[src/rtl/cache_mem_arbiter_pkg.sv]
// Memory message types shared by the caches, the arbiter and the memory port.
// Field layout follows the 16B request/response messages of the memory system.
package cache_mem_arbiter_pkg;

   typedef struct packed {
      logic [2:0]   type_;
      logic [7:0]   opaque;
      logic [31:0]  addr;
      logic [3:0]   len;
      logic [127:0] data;
   } mem_req_16B_t;

   typedef struct packed {
      logic [2:0]   type_;
      logic [7:0]   opaque;
      logic [1:0]   test;
      logic [3:0]   len;
      logic [127:0] data;
   } mem_resp_16B_t;

endpackage

[src/rtl/cache_mem_arbiter_id_fifo.sv]
// Small FIFO of 1-bit requester IDs that records the order memory requests
// were issued, so in-order memory responses can be routed back.
module cache_mem_arbiter_id_fifo #(
   parameter int p_depth = 2,
   localparam int PW = (p_depth > 1) ? $clog2(p_depth) : 1,
   localparam int CW = PW + 1
) (
   input  logic          clk,
   input  logic          reset,
   input  logic          enq_val,
   input  logic          enq_id,
   input  logic          deq_val,
   output logic          deq_id,
   output logic          full,
   output logic          empty,
   output logic [CW-1:0] count
);

   logic [p_depth-1:0] entries_q, entries_d;
   logic [PW-1:0]      wptr_q, wptr_d;
   logic [PW-1:0]      rptr_q, rptr_d;
   logic [CW-1:0]      count_q, count_d;
   logic               do_enq;
   logic               do_deq;

   assign full   = (count_q == CW'(p_depth));
   assign empty  = (count_q == '0);
   assign count  = count_q;
   assign deq_id = entries_q[rptr_q];

   always_comb begin
      entries_d = entries_q;
      wptr_d    = wptr_q;
      rptr_d    = rptr_q;
      count_d   = count_q;
      do_enq    = enq_val && !full;
      do_deq    = deq_val && !empty;
      if (do_enq) begin
         entries_d[wptr_q] = enq_id;
         wptr_d = (wptr_q == PW'(p_depth - 1)) ? '0 : wptr_q + PW'(1);
      end
      if (do_deq) begin
         rptr_d = (rptr_q == PW'(p_depth - 1)) ? '0 : rptr_q + PW'(1);
      end
      // Simultaneous push and pop leaves the occupancy unchanged.
      case ({do_enq, do_deq})
         2'b10:   count_d = count_q + CW'(1);
         2'b01:   count_d = count_q - CW'(1);
         default: count_d = count_q;
      endcase
   end

   always_ff @(posedge clk or negedge reset) begin
      if (!reset) begin
         entries_q <= '0;
         wptr_q    <= '0;
         rptr_q    <= '0;
         count_q   <= '0;
      end else begin
         entries_q <= entries_d;
         wptr_q    <= wptr_d;
         rptr_q    <= rptr_d;
         count_q   <= count_d;
      end
   end

endmodule

[src/rtl/cache_mem_arbiter.sv]
// Shares one 16B memory port between the instruction cache (port 0) and the
// data cache (port 1): round-robin arbitration with grant lock, in-order return.
module cache_mem_arbiter
   import cache_mem_arbiter_pkg::*;
#(
   parameter int p_max_outst = 2,
   localparam int CW = ((p_max_outst > 1) ? $clog2(p_max_outst) : 1) + 1
) (
   input  logic          clk,
   input  logic          reset,
   input  mem_req_16B_t  req0_msg,
   input  logic          req0_val,
   output logic          req0_rdy,
   input  mem_req_16B_t  req1_msg,
   input  logic          req1_val,
   output logic          req1_rdy,
   output mem_resp_16B_t resp0_msg,
   output logic          resp0_val,
   input  logic          resp0_rdy,
   output mem_resp_16B_t resp1_msg,
   output logic          resp1_val,
   input  logic          resp1_rdy,
   output mem_req_16B_t  memreq_msg,
   output logic          memreq_val,
   input  logic          memreq_rdy,
   input  mem_resp_16B_t memresp_msg,
   input  logic          memresp_val,
   output logic          memresp_rdy,
   output logic          trace_grant,
   output logic [CW-1:0] trace_count,
   output logic          trace_head,
   output logic          trace_lock
);

   // Every channel uses val/rdy: a message moves on a rising edge where val
   // and rdy are both high; a sender holding val keeps its msg stable.

   logic prio_q, prio_d;
   logic lock_q, lock_d;
   logic locked_id_q, locked_id_d;
   logic grant;
   logic granted_val;
   logic xfer;
   logic fifo_full;
   logic fifo_empty;
   logic fifo_head;
   logic resp_head_val;
   logic pop;

   always_comb begin
      grant = 1'b0;
      if (lock_q) begin
         grant = locked_id_q;
      end else if (req0_val && req1_val) begin
         grant = prio_q;
      end else if (req1_val) begin
         grant = 1'b1;
      end

      granted_val = grant ? req1_val : req0_val;
      memreq_msg  = grant ? req1_msg : req0_msg;
      // Reset gates the outgoing valid even while a cache still drives val.
      memreq_val  = granted_val && !fifo_full && reset;
      req0_rdy    = !grant && memreq_rdy && !fifo_full;
      req1_rdy    = grant && memreq_rdy && !fifo_full;
      xfer        = memreq_val && memreq_rdy;

      prio_d      = prio_q;
      lock_d      = lock_q;
      locked_id_d = locked_id_q;
      if (xfer) begin
         prio_d = ~grant;
         lock_d = 1'b0;
      end else if (memreq_val) begin
         lock_d      = 1'b1;
         locked_id_d = grant;
      end
   end

   always_comb begin
      resp_head_val = memresp_val && !fifo_empty;
      resp0_val     = resp_head_val && !fifo_head;
      resp1_val     = resp_head_val && fifo_head;
      resp0_msg     = memresp_msg;
      resp1_msg     = memresp_msg;
      memresp_rdy   = (fifo_head ? resp1_rdy : resp0_rdy) && !fifo_empty;
      pop           = memresp_val && memresp_rdy;
   end

   always_ff @(posedge clk or negedge reset) begin
      if (!reset) begin
         prio_q      <= 1'b0;
         lock_q      <= 1'b0;
         locked_id_q <= 1'b0;
      end else begin
         prio_q      <= prio_d;
         lock_q      <= lock_d;
         locked_id_q <= locked_id_d;
      end
   end

   cache_mem_arbiter_id_fifo #(.p_depth(p_max_outst)) u_id_fifo (
      .clk     (clk),
      .reset   (reset),
      .enq_val (xfer),
      .enq_id  (grant),
      .deq_val (pop),
      .deq_id  (fifo_head),
      .full    (fifo_full),
      .empty   (fifo_empty),
      .count   (trace_count)
   );

   assign trace_grant = grant;
   assign trace_head  = fifo_head;
   assign trace_lock  = lock_q;

`ifndef SYNTHESIS
   // A memory response with nothing outstanding means the environment broke protocol.
   resp_without_request: assert property (@(posedge clk) disable iff (!reset)
      !(memresp_val && fifo_empty));
`endif

endmodule

[config.mk]
export PLATFORM = sky130hd
export DESIGN_NAME = cache_mem_arbiter
export DESIGN_NICKNAME = d
export VERILOG_FILES = /design/src/rtl/cache_mem_arbiter_pkg.sv /design/src/rtl/cache_mem_arbiter_id_fifo.sv /design/src/rtl/cache_mem_arbiter.sv
export SDC_FILE = /design/constraint.sdc
export NUM_CORES = 1
export LEC_CHECK = 0
export ABC_AREA = 1
export BUFFER_PORTS_ARGS = -buffer_cell sky130_fd_sc_hd__buf_4
export CORE_AREA = 5 5 381 383
export CTS_CLUSTER_SIZE = 16
export DETAILED_ROUTE_END_ITERATION = 8
export DIE_AREA = 0 0 386 388
export SLEW_MARGIN = 20
export SYNTH_ARGS = -nofsm -noshare
export SYNTH_HDL_FRONTEND = slang
export SYNTH_SLANG_ARGS = --single-unit
[constraint.sdc]
create_clock -name clk -period 2.31 [get_ports clk]
set_input_delay 0.3465 -clock clk [delete_from_list [all_inputs] [get_ports clk]]
set_output_delay 0.3465 -clock clk [all_outputs]
set_load 0.05 [all_outputs]
==> metrics.log <==
INFO  metric result_of_the_run = finished, final reports clean
INFO  metric critical_path.slowest_cell = dfrtp_1
INFO  metric netlist-cell-type-count = 19
INFO  metric drc_errors = 0
INFO  metric hold-worst-slack = 0.4744 ns
INFO  metric tritoncts.num_buffers = 3
INFO  metric synth.yosys.warnings = 0
INFO  metric static-leakage-power = 4.767 nW
INFO  metric drt_first_pass_iters = 5
INFO  metric wire_per_inst = 30.51 um
INFO  metric drt-initial-drc-count = 364
INFO  metric critPathCaptureType = output pin
INFO  metric rsz0062_at_grt = yes
INFO  metric avgViaCountPerCell = 2.229
INFO  metric final_count_of_hold_timing_violations = 0
INFO  metric min_period_over_period = 0.9584
INFO  metric routed-via-count = 6,867
INFO  metric grt_pass1_vias = 7,037
INFO  metric die-area = 149,800 um^2
INFO  metric dpl_cell_area = 9326 um^2
INFO  metric critical_path_buf_inv_count = 4
INFO  metric standard_cell_rows = 138
INFO  metric cp_max_fo = 22
INFO  metric floorplan.die.height = 388 um
INFO  metric critical-path-top-delay-family = buffers and inverters
INFO  metric start_util = 0.03472
INFO  metric antenna_violations_before_repair = 67
INFO  metric grt_remaining_overflow = 0
INFO  metric postSynthRegisterBits = 9
INFO  metric fin_total_pwr = 12.33 mW
INFO  metric relSlewSlack = 0.8363
INFO  metric grt_first_pass_wirelength = 110.0 mm
INFO  metric largest_net_degree_at_the_start_of_global_routing = 59
INFO  metric area_inside_the_core_boundary = 141,100 um^2
INFO  metric ys_seq_area_frac = 0.04598
INFO  metric tritoncts = done
INFO  metric critPathKind = reg2out
INFO  metric finalNonFillerCells = 3,081
INFO  metric max_freq = 0.4517 GHz
INFO  metric route.final.wire_length = 94.02 mm
INFO  metric die_width = 386 um
INFO  metric shortest_period_the_worst_path_allows = 2.214 ns
INFO  metric layout_cells_sized_above_1 = 0.4958
INFO  metric dp.cells = 3,063
INFO  metric fillCellCount = 16,810
INFO  metric post_synth_instance_area = 4898 um^2
INFO  metric crit_path_max_incr_delay = 0.40 ns
INFO  metric cell_occurring_most_often_along_the_worst_timing_path = nand2_1
INFO  metric clockRootBuffer = clkbuf_16
INFO  metric drv_cap = 0
INFO  metric setup_ws = 0.09603 ns
INFO  metric ant_nets = 0
INFO  metric timing.critical_path.required = 1.96 ns
INFO  metric num-nets-final = 1,687
INFO  metric maxSlewViolCount = 0
INFO  metric postLayoutCellArea = 9615 um^2
INFO  metric setup_violations = 0
INFO  metric clock_sinks = 9
INFO  metric layout.core_utilization = 0.06816
INFO  metric post-place-ws = 0.2224 ns
INFO  metric dp.final_hpwl = 89.24 mm
INFO  metric worst_slew_pin_slew = 0.2449 ns
INFO  metric worst_hold_class = in2reg
INFO  metric finClkSkew = 0.002681 ns
INFO  metric worstSkewPairLatency = 0.24 ns
INFO  metric gp_routability_congestion = 0.8493
INFO  metric timing.critical_path.cells = nand2_1, nand2_8, inv_8, buf_12, buf_12, nand2_1, nand2_1, buf_4
INFO  metric io_buffers = 543
INFO  metric vdd_drop_max = 0.3432 mV
INFO  metric worst-endpoint-arrival = 1.87 ns
INFO  metric grt.total_usage = 0.1175
INFO  metric mappedNetlistNets = 1,433
INFO  metric buffers_from_clock_root_to_sink_at_most = 2
INFO  metric setup_total_negative_slack = 0 ns
INFO  metric synthesis.area_per_instance = 5.273 um^2
INFO  metric post_synth_inst_count = 929
INFO  metric clk_slew_on_worst_s_h_paths = 0.04 ns
INFO  metric htreeDepth = 1
INFO  metric total_power_divided_by_cell_area = 1282 nW/um^2
INFO  metric setup.worst_path.start_class = flip-flop
INFO  metric synthToLayoutAreaGrowth = 96.30%
INFO  metric floorplan.io_pins = 979
registers in the layout (all words and copies together), names as in the netlist:
name and cells:
u_id_fifo.count 2, u_id_fifo.entries_q 2, locked_id_q 1, prio_q 1, trace_lock 1, u_id_fifo.rptr_q 1, u_id_fifo.wptr_q 1
cell families (layout without fill, tap and decap cells):
logic type | count (synthesis) | after routing | share of synthesized area
simple gates | 571 | 571 | 0.4437
other cells | 0 | 9 | 0
buf+inv | 342 | 595 | 0.5001
compound gates | 4 | 4 | 0.004085
xor+xnor | 2 | 2 | 0.003577
fa+ha+maj | 1 | 1 | 0.002554
flops | 9 | 9 | 0.04598
worst paths after layout:
| path | slack, ns | end | cells past startpoint | startpoint |
|---|---|---|---|---|
| setup / recovery | 0.1 | memreq_msg[157] | 8 | trace_lock |
| hold / removal | 0.47 | u_id_fifo.wptr_q | 3 | memreq_rdy |
| setup reg to reg | 0.43 | u_id_fifo.count[1] | 8 | trace_lock |
| hold reg to reg | 0.53 | u_id_fifo.entries_q[0] | 2 | u_id_fifo.entries_q[0] |
| max in group asynchronous | 1.67 | u_id_fifo.wptr_q | 2 | reset |
| min in group asynchronous | 0.51 | prio_q | 2 | reset |
Yosys cell counts (all sizes together):
library cell  count  area share
nor2             10      0.0082
buf             324        0.49
ha                1      0.0026
dfrtp             9       0.046
clkbuf            4      0.0031
inv              14       0.011
o21ai             3      0.0031
nand2           554        0.43
xnor2             2      0.0036
nand3b            1      0.0015
nand4             3      0.0038
a21oi             1      0.0010
nand3             3      0.0041
worst reg2reg max path: cells and delay by family, from the launching register on:
family | cells | cell delay [ns]
xor gates and xnor gates | 1 | 0.14
DFF | 1 | 0.40
and+or+nand+nor | 4 | 0.71
adders and majority gates | 1 | 0.31
AOI/OAI and AO/OA | 2 | 0.21
layout make-up:
class                      instances  area [um^2]  share of cell area
sequential                         9        225.2             0.02342
timing repair buffer             577         4608              0.4792
tap                             1890         2365              0.2459
clock buffer                       4        78.83            0.008198
antenna                            9        22.52            0.002342
inverter                          14        60.06            0.006246
multi-input combinational        578         2256              0.2346
power breakdown:
| part | internal [mW] | leakage (nW) | switching [mW] | total [mW] |
|---|---|---|---|---|
| Clock | 0.231 | 0.0382 | 0.0821 | 0.313 |
| Sequential | 0.236 | 0.111 | 0.0821 | 0.318 |
| Combinational | 3.36 | 4.62 | 8.33 | 11.7 |
layout by cell type (no fill, tap or decap):
cell / synthesis / layout
nand2_1: 553 / 552
buf_4: 299 / 541
buf_6: 2 / 19
inv_1: 13 / 13
buf_12: 0 / 12
diode_2: 0 / 9
nor2_1: 9 / 9
dfrtp_1: 9 / 9
clkbuf_16: 0 / 4
nand4_1: 3 / 3
o21ai_0: 3 / 3
nand3_1: 2 / 2
xnor2_1: 2 / 2
buf_8: 0 / 2
nand2_2: 0 / 1
nand2_8: 0 / 1
inv_8: 0 / 1
nor2_4: 0 / 1
nand3_2: 1 / 1
nand3b_1: 1 / 1
a21oi_2: 0 / 1
ha_4: 0 / 1
clkbuf_1: 4 / 1
dlygate4sd3_1: 0 / 1
buf_16: 0 / 1
metal layers:
metal,GRT usage,wire [um]
met2,0.1804,39590
met1,0.1188,32350
met4,0.007291,1253
met3,0.1173,20700
met5,0.003249,125
timing repair:
action,CTS,global route
gates resized for setup,0,27
hold endpoints to repair,9,0
endpoints found under the setup margin,0,130
hold buffers,1,0
setup buffers,0,2
Note: power is estimated with default switching activity, not from simulation.
